File: src/rtl/ines_loader_if.sv
// Byte-stream handshake between the NIOS-side source (master) and the iNES loader (slave).
interface ines_loader_if;
    logic [7:0] s_data;
    logic       s_valid;
    logic       s_ready;

    modport master (output s_data, output s_valid, input s_ready);
    modport slave  (input s_data, input s_valid, output s_ready);
endinterface

File: src/rtl/ines_loader.sv
// Streaming iNES loader: header parse, trainer skip, PRG write with 16 KB mirroring, CHR write.
// Define INES_LOADER_CHR_EN to drive the CHR write port; otherwise CHR bytes are consumed and dropped.
module ines_loader (
    input  logic         clk,
    input  logic         reset_n,
    input  logic         start,
    ines_loader_if.slave s,
    output logic [15:0]  prgmr_addr,
    output logic [7:0]   prgmr_data,
    output logic         prgmr_wren,
    output logic [12:0]  chr_addr,
    output logic [7:0]   chr_data,
    output logic         chr_wren,
    output logic         busy,
    output logic         done,
    output logic         error,
    output logic [1:0]   err_code,
    output logic [7:0]   mapper,
    output logic         mirroring,
    output logic [7:0]   prg_banks,
    output logic [7:0]   chr_banks
);
    typedef enum logic [2:0] {
        IDLE, HDR, TRAINER, PRG, PRG_MIRROR, CHR, DONE, ERR
    } state_t;

    state_t      state;
    logic [3:0]  hdr_cnt;
    logic [8:0]  trn_cnt;
    logic [14:0] prg_i;
    logic [12:0] chr_j;
    logic [3:0]  map_lo;
    logic [3:0]  map_hi;
    logic        trainer_en;
    logic        mirror_q;
    logic        accept;
    logic        prg_last;

    function automatic logic [7:0] magic(input logic [1:0] k);
        case (k)
            2'd0:    magic = 8'h4E;
            2'd1:    magic = 8'h45;
            2'd2:    magic = 8'h53;
            default: magic = 8'h1A;
        endcase
    endfunction

    assign s.s_ready = (state == HDR) || (state == TRAINER) || (state == PRG) || (state == CHR);
    assign accept    = s.s_valid & s.s_ready;
    assign busy      = s.s_ready || (state == PRG_MIRROR);
    assign done      = (state == DONE);
    assign error     = (state == ERR);
    assign mapper    = {map_hi, map_lo};
    assign mirroring = mirror_q;
    // Last offset is $3FFF for one bank, $7FFF for two.
    assign prg_last  = (prg_i == {prg_banks[1], 14'h3FFF});

    always_ff @(posedge clk or negedge reset_n) begin
        if (!reset_n) begin
            state      <= IDLE;
            hdr_cnt    <= '0;
            trn_cnt    <= '0;
            prg_i      <= '0;
            chr_j      <= '0;
            map_lo     <= '0;
            map_hi     <= '0;
            trainer_en <= 1'b0;
            mirror_q   <= 1'b0;
            prg_banks  <= '0;
            chr_banks  <= '0;
            err_code   <= '0;
            prgmr_addr <= '0;
            prgmr_data <= '0;
            prgmr_wren <= 1'b0;
        end else begin
            prgmr_wren <= 1'b0;
            case (state)
                IDLE, DONE, ERR: begin
                    if (start) begin
                        state      <= HDR;
                        hdr_cnt    <= '0;
                        trn_cnt    <= '0;
                        prg_i      <= '0;
                        chr_j      <= '0;
                        map_lo     <= '0;
                        map_hi     <= '0;
                        trainer_en <= 1'b0;
                        mirror_q   <= 1'b0;
                        prg_banks  <= '0;
                        chr_banks  <= '0;
                        err_code   <= '0;
                    end
                end
                HDR: begin
                    if (accept) begin
                        if (hdr_cnt != 4'hF) hdr_cnt <= hdr_cnt + 4'd1;
                        if (hdr_cnt < 4'd4) begin
                            if (s.s_data != magic(hdr_cnt[1:0])) begin
                                state    <= ERR;
                                err_code <= 2'd1;
                            end
                        end else if (hdr_cnt == 4'd4) begin
                            prg_banks <= s.s_data;
                            if (s.s_data == 8'd0 || s.s_data > 8'd2) begin
                                state    <= ERR;
                                err_code <= 2'd2;
                            end
                        end else if (hdr_cnt == 4'd5) begin
                            chr_banks <= s.s_data;
                            if (s.s_data > 8'd1) begin
                                state    <= ERR;
                                err_code <= 2'd3;
                            end
                        end else if (hdr_cnt == 4'd6) begin
                            map_lo     <= s.s_data[7:4];
                            trainer_en <= s.s_data[2];
                            mirror_q   <= s.s_data[0];
                        end else if (hdr_cnt == 4'd7) begin
                            map_hi <= s.s_data[7:4];
                        end else if (hdr_cnt == 4'hF) begin
                            state <= trainer_en ? TRAINER : PRG;
                        end
                    end
                end
                TRAINER: begin
                    if (accept) begin
                        if (trn_cnt == '1) state <= PRG;
                        else               trn_cnt <= trn_cnt + 9'd1;
                    end
                end
                PRG: begin
                    if (accept) begin
                        prgmr_addr <= {1'b1, prg_i};
                        prgmr_data <= s.s_data;
                        prgmr_wren <= 1'b1;
                        // One-bank images defer the offset step and exit to the mirror cycle.
                        if (!prg_banks[1])  state <= PRG_MIRROR;
                        else if (prg_last)  state <= chr_banks[0] ? CHR : DONE;
                        else                prg_i <= prg_i + 15'd1;
                    end
                end
                PRG_MIRROR: begin
                    prgmr_addr <= {2'b11, prg_i[13:0]};
                    prgmr_wren <= 1'b1;
                    if (prg_last) begin
                        state <= chr_banks[0] ? CHR : DONE;
                    end else begin
                        state <= PRG;
                        prg_i <= prg_i + 15'd1;
                    end
                end
                CHR: begin
                    if (accept) begin
                        if (chr_j == '1) state <= DONE;
                        else             chr_j <= chr_j + 13'd1;
                    end
                end
                default: state <= IDLE;
            endcase
        end
    end

`ifdef INES_LOADER_CHR_EN
    always_ff @(posedge clk or negedge reset_n) begin
        if (!reset_n) begin
            chr_addr <= '0;
            chr_data <= '0;
            chr_wren <= 1'b0;
        end else begin
            chr_wren <= (state == CHR) && accept;
            if ((state == CHR) && accept) begin
                chr_addr <= chr_j;
                chr_data <= s.s_data;
            end
        end
    end
`else
    assign chr_addr = '0;
    assign chr_data = '0;
    assign chr_wren = 1'b0;
`endif
endmodule
File: src/flat_wrapper.sv
// flat-port wrapper written by rule: the top's interface ports become plain ports
module ines_loader_flat 
  (clk, reset_n, start, prgmr_addr, prgmr_data, prgmr_wren, chr_addr, chr_data, chr_wren, busy, done, error, err_code, mapper, mirroring, prg_banks, chr_banks, s_s_data, s_s_valid, s_s_ready);
  ines_loader_if s_i ();
  input  logic clk;
  input  logic reset_n;
  input  logic start;
  output logic [15:0] prgmr_addr;
  output logic [7:0] prgmr_data;
  output logic prgmr_wren;
  output logic [12:0] chr_addr;
  output logic [7:0] chr_data;
  output logic chr_wren;
  output logic busy;
  output logic done;
  output logic error;
  output logic [1:0] err_code;
  output logic [7:0] mapper;
  output logic mirroring;
  output logic [7:0] prg_banks;
  output logic [7:0] chr_banks;
  input wire logic [$bits(s_i.s_data)-1:0] s_s_data;
  input wire logic [$bits(s_i.s_valid)-1:0] s_s_valid;
  output wire logic [$bits(s_i.s_ready)-1:0] s_s_ready;
  assign s_i.s_data = s_s_data;
  assign s_i.s_valid = s_s_valid;
  assign s_s_ready = s_i.s_ready;
  ines_loader u_core (.clk(clk), .reset_n(reset_n), .start(start), .s(s_i), .prgmr_addr(prgmr_addr), .prgmr_data(prgmr_data), .prgmr_wren(prgmr_wren), .chr_addr(chr_addr), .chr_data(chr_data), .chr_wren(chr_wren), .busy(busy), .done(done), .error(error), .err_code(err_code), .mapper(mapper), .mirroring(mirroring), .prg_banks(prg_banks), .chr_banks(chr_banks));
endmodule
File: config.mk
export PLATFORM = sky130hd
export DESIGN_NAME = ines_loader_flat
export DESIGN_NICKNAME = d
export VERILOG_FILES = /design/src/rtl/ines_loader_if.sv /design/src/rtl/ines_loader.sv /design/src/flat_wrapper.sv
export SDC_FILE = /design/constraint.sdc
export NUM_CORES = 1
export LEC_CHECK = 0
export CORE_MARGIN = 3
export CORE_UTILIZATION = 40
export DETAILED_ROUTE_END_ITERATION = 7
export HOLD_SLACK_MARGIN = 0.06
export SETUP_SLACK_MARGIN = 0.02
export SYNTH_ARGS = -nofsm -noshare
export SYNTH_HDL_FRONTEND = slang
export SYNTH_SLANG_ARGS = --single-unit
File: constraint.sdc
create_clock -name clk -period 2.9 [get_ports clk]
set_input_delay 0.435 -clock clk [delete_from_list [all_inputs] [get_ports clk]]
set_output_delay 0.435 -clock clk [all_outputs]
set_load 0.05 [all_outputs]
==> impl_metrics.py, run 1 <==
metrics = {
    "synthesis": {
        "synth_top_area_cell": "dfrtp_1",
        "synthCells": 495,
        "syn_area_per_cell_um2": 10.2,
        "synth.distinct_cells": 58,
        "synth_area_leaders": "dfrtp_1 48%, mux2_2 8.5%, buf_4 3.4%",
        "yosys.area.top_type_share": 0.480,
        "yosysWarnings": 0,
        "synth-seq-cells": 97,
        "ys_async_sr_fraction": 1.00,
        "synth_edf_count": 0,
        "synth_area_um2": 5050,
        "ys_seq_area_frac": 0.480,
        "synthFlopType": "dfrtp_1",
    },
    "final_layout": {
        "drive_gt1_frac": 0.132,
        "area_delta_synth_final_pct": 21.4,
        "n_antenna_cell": 0,
        "final-seq-area_um2": 2430,
        "finalNetCount": 585,
        "multiInputGateArea_um2": 2400,
        "fillerInstances": 1121,
    },
    "floorplanning": {
        "die_h_um": 118,
        "io_pins": 90,
        "start_util": 0.415,
        "die_width_um": 118,
        "dieArea_um2": 14000,
        "num_rows": 40,
        "core_um2": 12200,
    },
    "worst_setup_path": {
        "rrSetupSlack_ns": 0.48,
        "max_stage_delay_ns": 0.84,
        "cp_max_fo": 19,
        "arrival_ns": 2.25,
        "crit_chain": "and2_1, nor2_1, clkdlybuf4s50_1",
        "worstSetupEndpointType": "primary output",
        "crit_start": "u_core.state[2]$_DFFE_PN0P_",
        "crit_slowest_cell": "clkdlybuf4s50_1",
        "crit-reg2reg-launch": "u_core.state[1]$_DFFE_PN0P_",
        "r2r-end": "u_core.prg_i[8]$_DFFE_PN0P_",
        "setup.worst_path.start_class": "flop",
        "worstPathRequired_ns": 2.47,
        "crit_type": "flop to primary output",
        "rr_worst_depth": 6,
    },
    "global_route": {
        "grt_pass1_vias": 3771,
        "grtUsageMet2": 0.270,
        "grt_pass1_wl_um": 19300,
        "grt_overflow": 0,
        "met1_usage": 0.219,
        "grt_max_degree": 53,
        "busiest_layer": "met2",
        "grt.total_usage": 0.169,
        "grt_antenna_before_repair": 0,
        "met3_usage": 0.0469,
    },
    "power": {
        "p_leak_nw": 2.72,
        "irDropWorstVdd_v": 0.000669,
        "power_density_nw_per_um2": 940,
    },
    "timing": {
        "hold_viol_final": 0,
        "grt_setup_unrepaired": "no",
        "whs_ns": 0.0778,
        "period_share": 0.925,
        "setup_tns_ns": 0,
        "finalClockSkew_ns": 0.00948,
        "slew_viol_final": 0,
        "worstMarginPinSlew_ns": 0.607,
        "fin_crit_ns": 2.68,
        "finalSetupViolCount": 0,
        "fmax_ghz": 0.373,
        "max-slew-margin-rel": 0.595,
    },
    "cts": {
        "cts_root_buf": "clkbuf_16",
        "clkTransAtPathRegs_ns": 0.07,
        "postCtsHoldBufs": 0,
        "cts_resized": 0,
        "cts_setup_buffers": 0,
        "clk_path_buf_depth": 2,
        "clk_latency_ns": 0.35,
        "cts_tree": "yes",
        "cts_buffers": 9,
        "htree_levels": 3,
        "clock-sinks": 97,
    },
    "routing": {
        "num_vias": 3745,
        "totalWireLength_um": 11200,
        "drtPass1Iterations": 4,
        "drc": 0,
        "ant_nets": 0,
        "first_iter_violations": 224,
        "wl_per_cell_um": 15.2,
        "viasPerCell": 5.09,
    },
    "placed_design": {
        "routabilityCongestion": 0.815,
        "dpl.hpwl_um": 8210,
        "io_buffers": 67,
    },
    "outcome": {
        "status": "finished, final reports clean",
    },
    "run": {
        "maxCapViolCount": 0,
    },
    "worst_hold_path": {
        "hold_path_class": "input port to asynchronous set/reset pin",
    },
}
-- worst max-delay path by stage --
stage                                       to  slack, ns  cells past startpoint
2_1_floorplan  u_core.prg_banks[0]$_DFFE_PN0P_       0.43                      7
3_5_place_dp       u_core.state[1]$_DFFE_PN0P_       0.35                      7
6_report                                  busy       0.22                      3
5_1_grt                                   busy       0.11                      3
3_3_place_gp      u_core.map_hi[1]$_DFFE_PN0P_       0.45                      5
4_1_cts                                   busy       0.18                      3
-- stage by stage --
step	std cells	utilization	area [um^2]	power (W)	worst slack, ns
after floorplan	516	-	5130	0.00380	0.427
after global placement	720	0.481	5840	0.00461	0.453
after detailed placement	720	0.481	5840	0.00465	0.354
after CTS	736	0.504	6130	0.00583	0.178
after global routing	736	0.504	6130	0.00613	0.106
final	736	0.504	6130	0.00576	0.217
-- registers in the layout, summed over array words and instances (netlist names) --
register and flops:
u_core.prg_i 15, u_core.chr_banks 8, u_core.prg_banks 8, u_core.mirroring 1
u_core.trainer_en 1, u_core.map_lo 4, u_core.state 3, u_core.prgmr_data 8
u_core.err_code 2, u_core.chr_j 13, u_core.hdr_cnt 4, u_core.map_hi 4
u_core.prgmr_wren 1, u_core.trn_cnt 9, u_core.prgmr_addr 16
-- cells by family after synthesis --
logic type / count (synthesis) / share of synthesized area
multiplexers: 49 / 0.108
AO/OA/AOI/OAI: 77 / 0.0946
buffers and inverters: 57 / 0.0622
AND/OR/NAND/NOR: 183 / 0.192
flip-flops: 97 / 0.480
other: 1 / 0.000742
XOR/XNOR: 21 / 0.0364
adder cells (fa/ha/maj): 10 / 0.0248
-- cell usage after synthesis, drive strengths merged (4+ instances only) --
master  count
nand2b      4
o21ai      27
or3        14
nor2b       8
a31oi       5
clkbuf      9
dfrtp      97
inv        18
nand4      13
o211ai      5
ha         10
and3       10
nand3      19
xor2       18
nor3        9
buf        30
and2        9
nor2       37
a21oi      24
nand2      43
mux2       46
-- report_power, final --
part	switching [W]	internal, W	leakage (nW)
Clock	0.000538	0.000619	0.139
Sequential	0.000246	0.00161	1.31
Combinational	0.00179	0.000963	1.27
-- critical path: cells and delay by family, from the launching register on --
kind                   cells  cell delay, ns
flip-flops                 1            0.57
AND/OR/NAND/NOR            2            0.48
buffers and inverters      1            0.84
-- cell type report --
type	count	share of cell area
Tap cell	168	0.0343
Multi-Input combinational cell	362	0.391
Sequential cell	97	0.396
Timing Repair Buffer	75	0.121
Clock buffer	11	0.0396
Clock inverter	5	0.00735
Inverter	18	0.0110
-- layout by cell type (no fill, tap or decap), drive strengths merged, types with 5 or more instances in the layout --
| cell | Yosys | layout |
|---|---|---|
| nor2b | 8 | 8 |
| nor2 | 37 | 37 |
| or3 | 14 | 14 |
| nand4 | 13 | 13 |
| conb | 1 | 22 |
| a21oi | 24 | 24 |
| xor2 | 18 | 18 |
| mux2 | 46 | 46 |
| clkdlybuf4s50 | 0 | 66 |
| buf | 30 | 9 |
| and2 | 9 | 9 |
| o211ai | 5 | 5 |
| a31oi | 5 | 5 |
| o21ai | 27 | 27 |
| nor3 | 9 | 9 |
| ha | 10 | 10 |
| dfrtp | 97 | 97 |
| nand3 | 19 | 19 |
| nand2 | 43 | 43 |
| and3 | 10 | 10 |
| clkbuf | 9 | 11 |
| inv | 18 | 21 |
-- routing by layer --
layer,routed length [um],part of all wire
met2,5280,0.47
met5,0,0
met1,5080,0.45
met4,210,0.019
met3,623,0.056
(Power assumes the default switching activity.)
==> run 2, diff against run 1 <==
--- a/config.mk
+++ b/config.mk
@@ -5,6 +5,7 @@
 export SDC_FILE = /design/constraint.sdc
 export NUM_CORES = 1
 export LEC_CHECK = 0
+export CORE_ASPECT_RATIO = 2
 export CORE_MARGIN = 3
 export CORE_UTILIZATION = 40
 export DETAILED_ROUTE_END_ITERATION = 7
==> run 2 against run 1 <==
Against the previous run: via count up 3.3%; clock power decreased by 3%; register-to-register slack improved by 0.02 ns; combinational power is 2% higher; hold slack improved by 0.036 ns; critical endpoint is now s_s_ready; clock-buffer cell count decreased by 2; cell count decreased by 2.6%; die area increased by 0.59%.
==> impl_metrics.py, run 2 (same netlist as run 1, synthesis figures left out) <==
metrics = {
    "global_route": {
        "grt_max_degree": 98,
        "grt_pass1_vias": 3896,
        "grt_antenna_before_repair": 0,
        "grt.total_usage": 0.181,
        "grt_overflow": 0,
        "grt_pass1_wl_um": 20000,
    },
    "cts": {
        "cts_setup_buffers": 0,
        "clk_latency_ns": 0.34,
        "clkTransAtPathRegs_ns": 0.07,
        "cts_buffers": 9,
        "htree_levels": 3,
        "clk_path_buf_depth": 2,
        "clock-sinks": 97,
        "postCtsHoldBufs": 0,
        "cts_tree": "yes",
        "cts_root_buf": "clkbuf_16",
        "cts_resized": 0,
    },
    "timing": {
        "whs_ns": 0.113,
        "grt_setup_unrepaired": "no",
        "fmax_ghz": 0.378,
        "fin_crit_ns": 2.65,
        "worstMarginPinSlew_ns": 0.634,
        "finalSetupViolCount": 0,
        "fin_ws_ns": 0.252,
        "finalClockSkew_ns": 0.00595,
        "period_share": 0.913,
        "setup_tns_ns": 0,
        "hold_viol_final": 0,
        "slew_viol_final": 0,
        "max-slew-margin-rel": 0.577,
    },
    "worst_setup_path": {
        "worstSetupEndpointType": "primary output",
        "crit_type": "flop to primary output",
        "crit_slowest_cell": "clkdlybuf4s50_1",
        "cp_max_fo": 14,
        "worstPathRequired_ns": 2.47,
        "rrSetupSlack_ns": 0.50,
        "max_stage_delay_ns": 0.84,
        "setup.worst_path.start_class": "flop",
        "arrival_ns": 2.21,
        "crit_chain": "nor2_1, nor2_1, clkdlybuf4s50_1",
        "cp_common_cell": "nor2_1",
    },
    "final_layout": {
        "n_antenna_cell": 0,
        "final_common_cell": "dfrtp_1",
        "drive_gt1_frac": 0.137,
        "mostFrequentLayoutCells": "97 x dfrtp_1, 66 x clkdlybuf4s50_1, 43 x nand2_1, 38 x mux2_2, 35 x nor2_1",
        "area_delta_synth_final_pct": 21.0,
        "fillerInstances": 1170,
        "finalNetCount": 587,
        "largest_reg_flops": 16,
        "top_register": "u_core.prgmr_addr",
        "reg_top3": "u_core.prgmr_addr: 16 flops, u_core.prg_i: 15 flops, u_core.chr_j: 13 flops",
    },
    "power": {
        "irDropWorstVdd_v": 0.000575,
        "p_leak_nw": 2.73,
        "power_density_nw_per_um2": 944,
        "power_w": 0.00577,
    },
    "floorplanning": {
        "die_h_um": 165,
        "start_util": 0.412,
        "num_rows": 57,
        "die_width_um": 85.5,
        "dieArea_um2": 14100,
        "io_pins": 90,
        "core_um2": 12300,
    },
    "routing": {
        "totalWireLength_um": 12200,
        "num_vias": 3870,
        "drtPass1Iterations": 4,
        "drc": 0,
        "viasPerCell": 5.40,
        "ant_nets": 0,
        "first_iter_violations": 233,
        "wl_per_cell_um": 16.9,
    },
    "run": {
        "maxCapViolCount": 0,
    },
    "placed_design": {
        "place_ws_ns": 0.328,
        "io_buffers": 67,
        "dpl.hpwl_um": 9210,
        "routabilityCongestion": 0.826,
    },
    "worst_hold_path": {
        "hold_path_class": "input port to asynchronous set/reset pin",
    },
    "outcome": {
        "status": "finished, final reports clean",
    },
}
-- run 2: cell count changes in the layout (fill, tap and decap cells not counted) --
cell | before | now
clkbuf_8 | 1 | 0
clkinv_4 | 1 | 2
clkinv_2 | 0 | 2
buf_4 | 8 | 10
clkbuf_1 | 1 | 0
inv_6 | 2 | 1
-- run 2: final timing paths --
| path | from | end | cells past startpoint |
|---|---|---|---|
| max | u_core.state[0]$_DFFE_PN0P_ | s_s_ready | 3 |
| min | reset_n | u_core.trn_cnt[3]$_DFFE_PN0P_ | 2 |
| max reg2reg | u_core.prg_i[0]$_DFFE_PN0P_ | u_core.prg_i[8]$_DFFE_PN0P_ | 7 |
| min reg2reg | u_core.prgmr_addr[15]$_DFFE_PN0P_ | u_core.prgmr_addr[15]$_DFFE_PN0P_ | 1 |
| max in group asynchronous | reset_n | u_core.map_lo[0]$_DFFE_PN0P_ | 2 |
| min in group clk | u_core.prgmr_addr[15]$_DFFE_PN0P_ | u_core.prgmr_addr[15]$_DFFE_PN0P_ | 1 |
-- run 2: cell type report --
class,count,area (um^2),share of cell area
well taps,147,184,0.0301
repair buffers,77,756,0.124
clock buffers,9,225,0.0368
multi-input cells,362,2400,0.392
clock inverters,7,55.1,0.00901
flip-flops and latches,97,2430,0.397
inverters,18,67.6,0.0111
-- run 2: metal layers --
layer,part of all wire,global-route usage,up-vias
met3,0.043,0.0389,22
met2,0.56,0.341,102
met4,0.029,0.0728,0
li1,-,-,1835
met1,0.36,0.191,1911
met5,0,0,-
-- run 2: critical path: cells and delay by family (launching register included) --
kind / cells / cell delay [ns]
buffers and inverters: 1 / 0.84
AND/OR/NAND/NOR: 2 / 0.41
flip-flops: 1 / 0.62
-- run 2: stage by stage --
step	instance area, um^2	utilization	cells
final	6110	0.498	717
after global placement	5830	0.476	701
after floorplan	5130	-	516
after CTS	6110	0.498	717
after global routing	6110	0.498	717
after detailed placement	5830	0.476	701
-- run 2: power by group --
| group | total [W] | internal, W | switching (W) |
|---|---|---|---|
| combinational | 0.00280 | 0.000978 | 0.00182 |
| sequential | 0.00185 | 0.00161 | 0.000241 |
| clock | 0.00112 | 0.000590 | 0.000531 |
| total | 0.00577 | 0.00318 | 0.00259 |
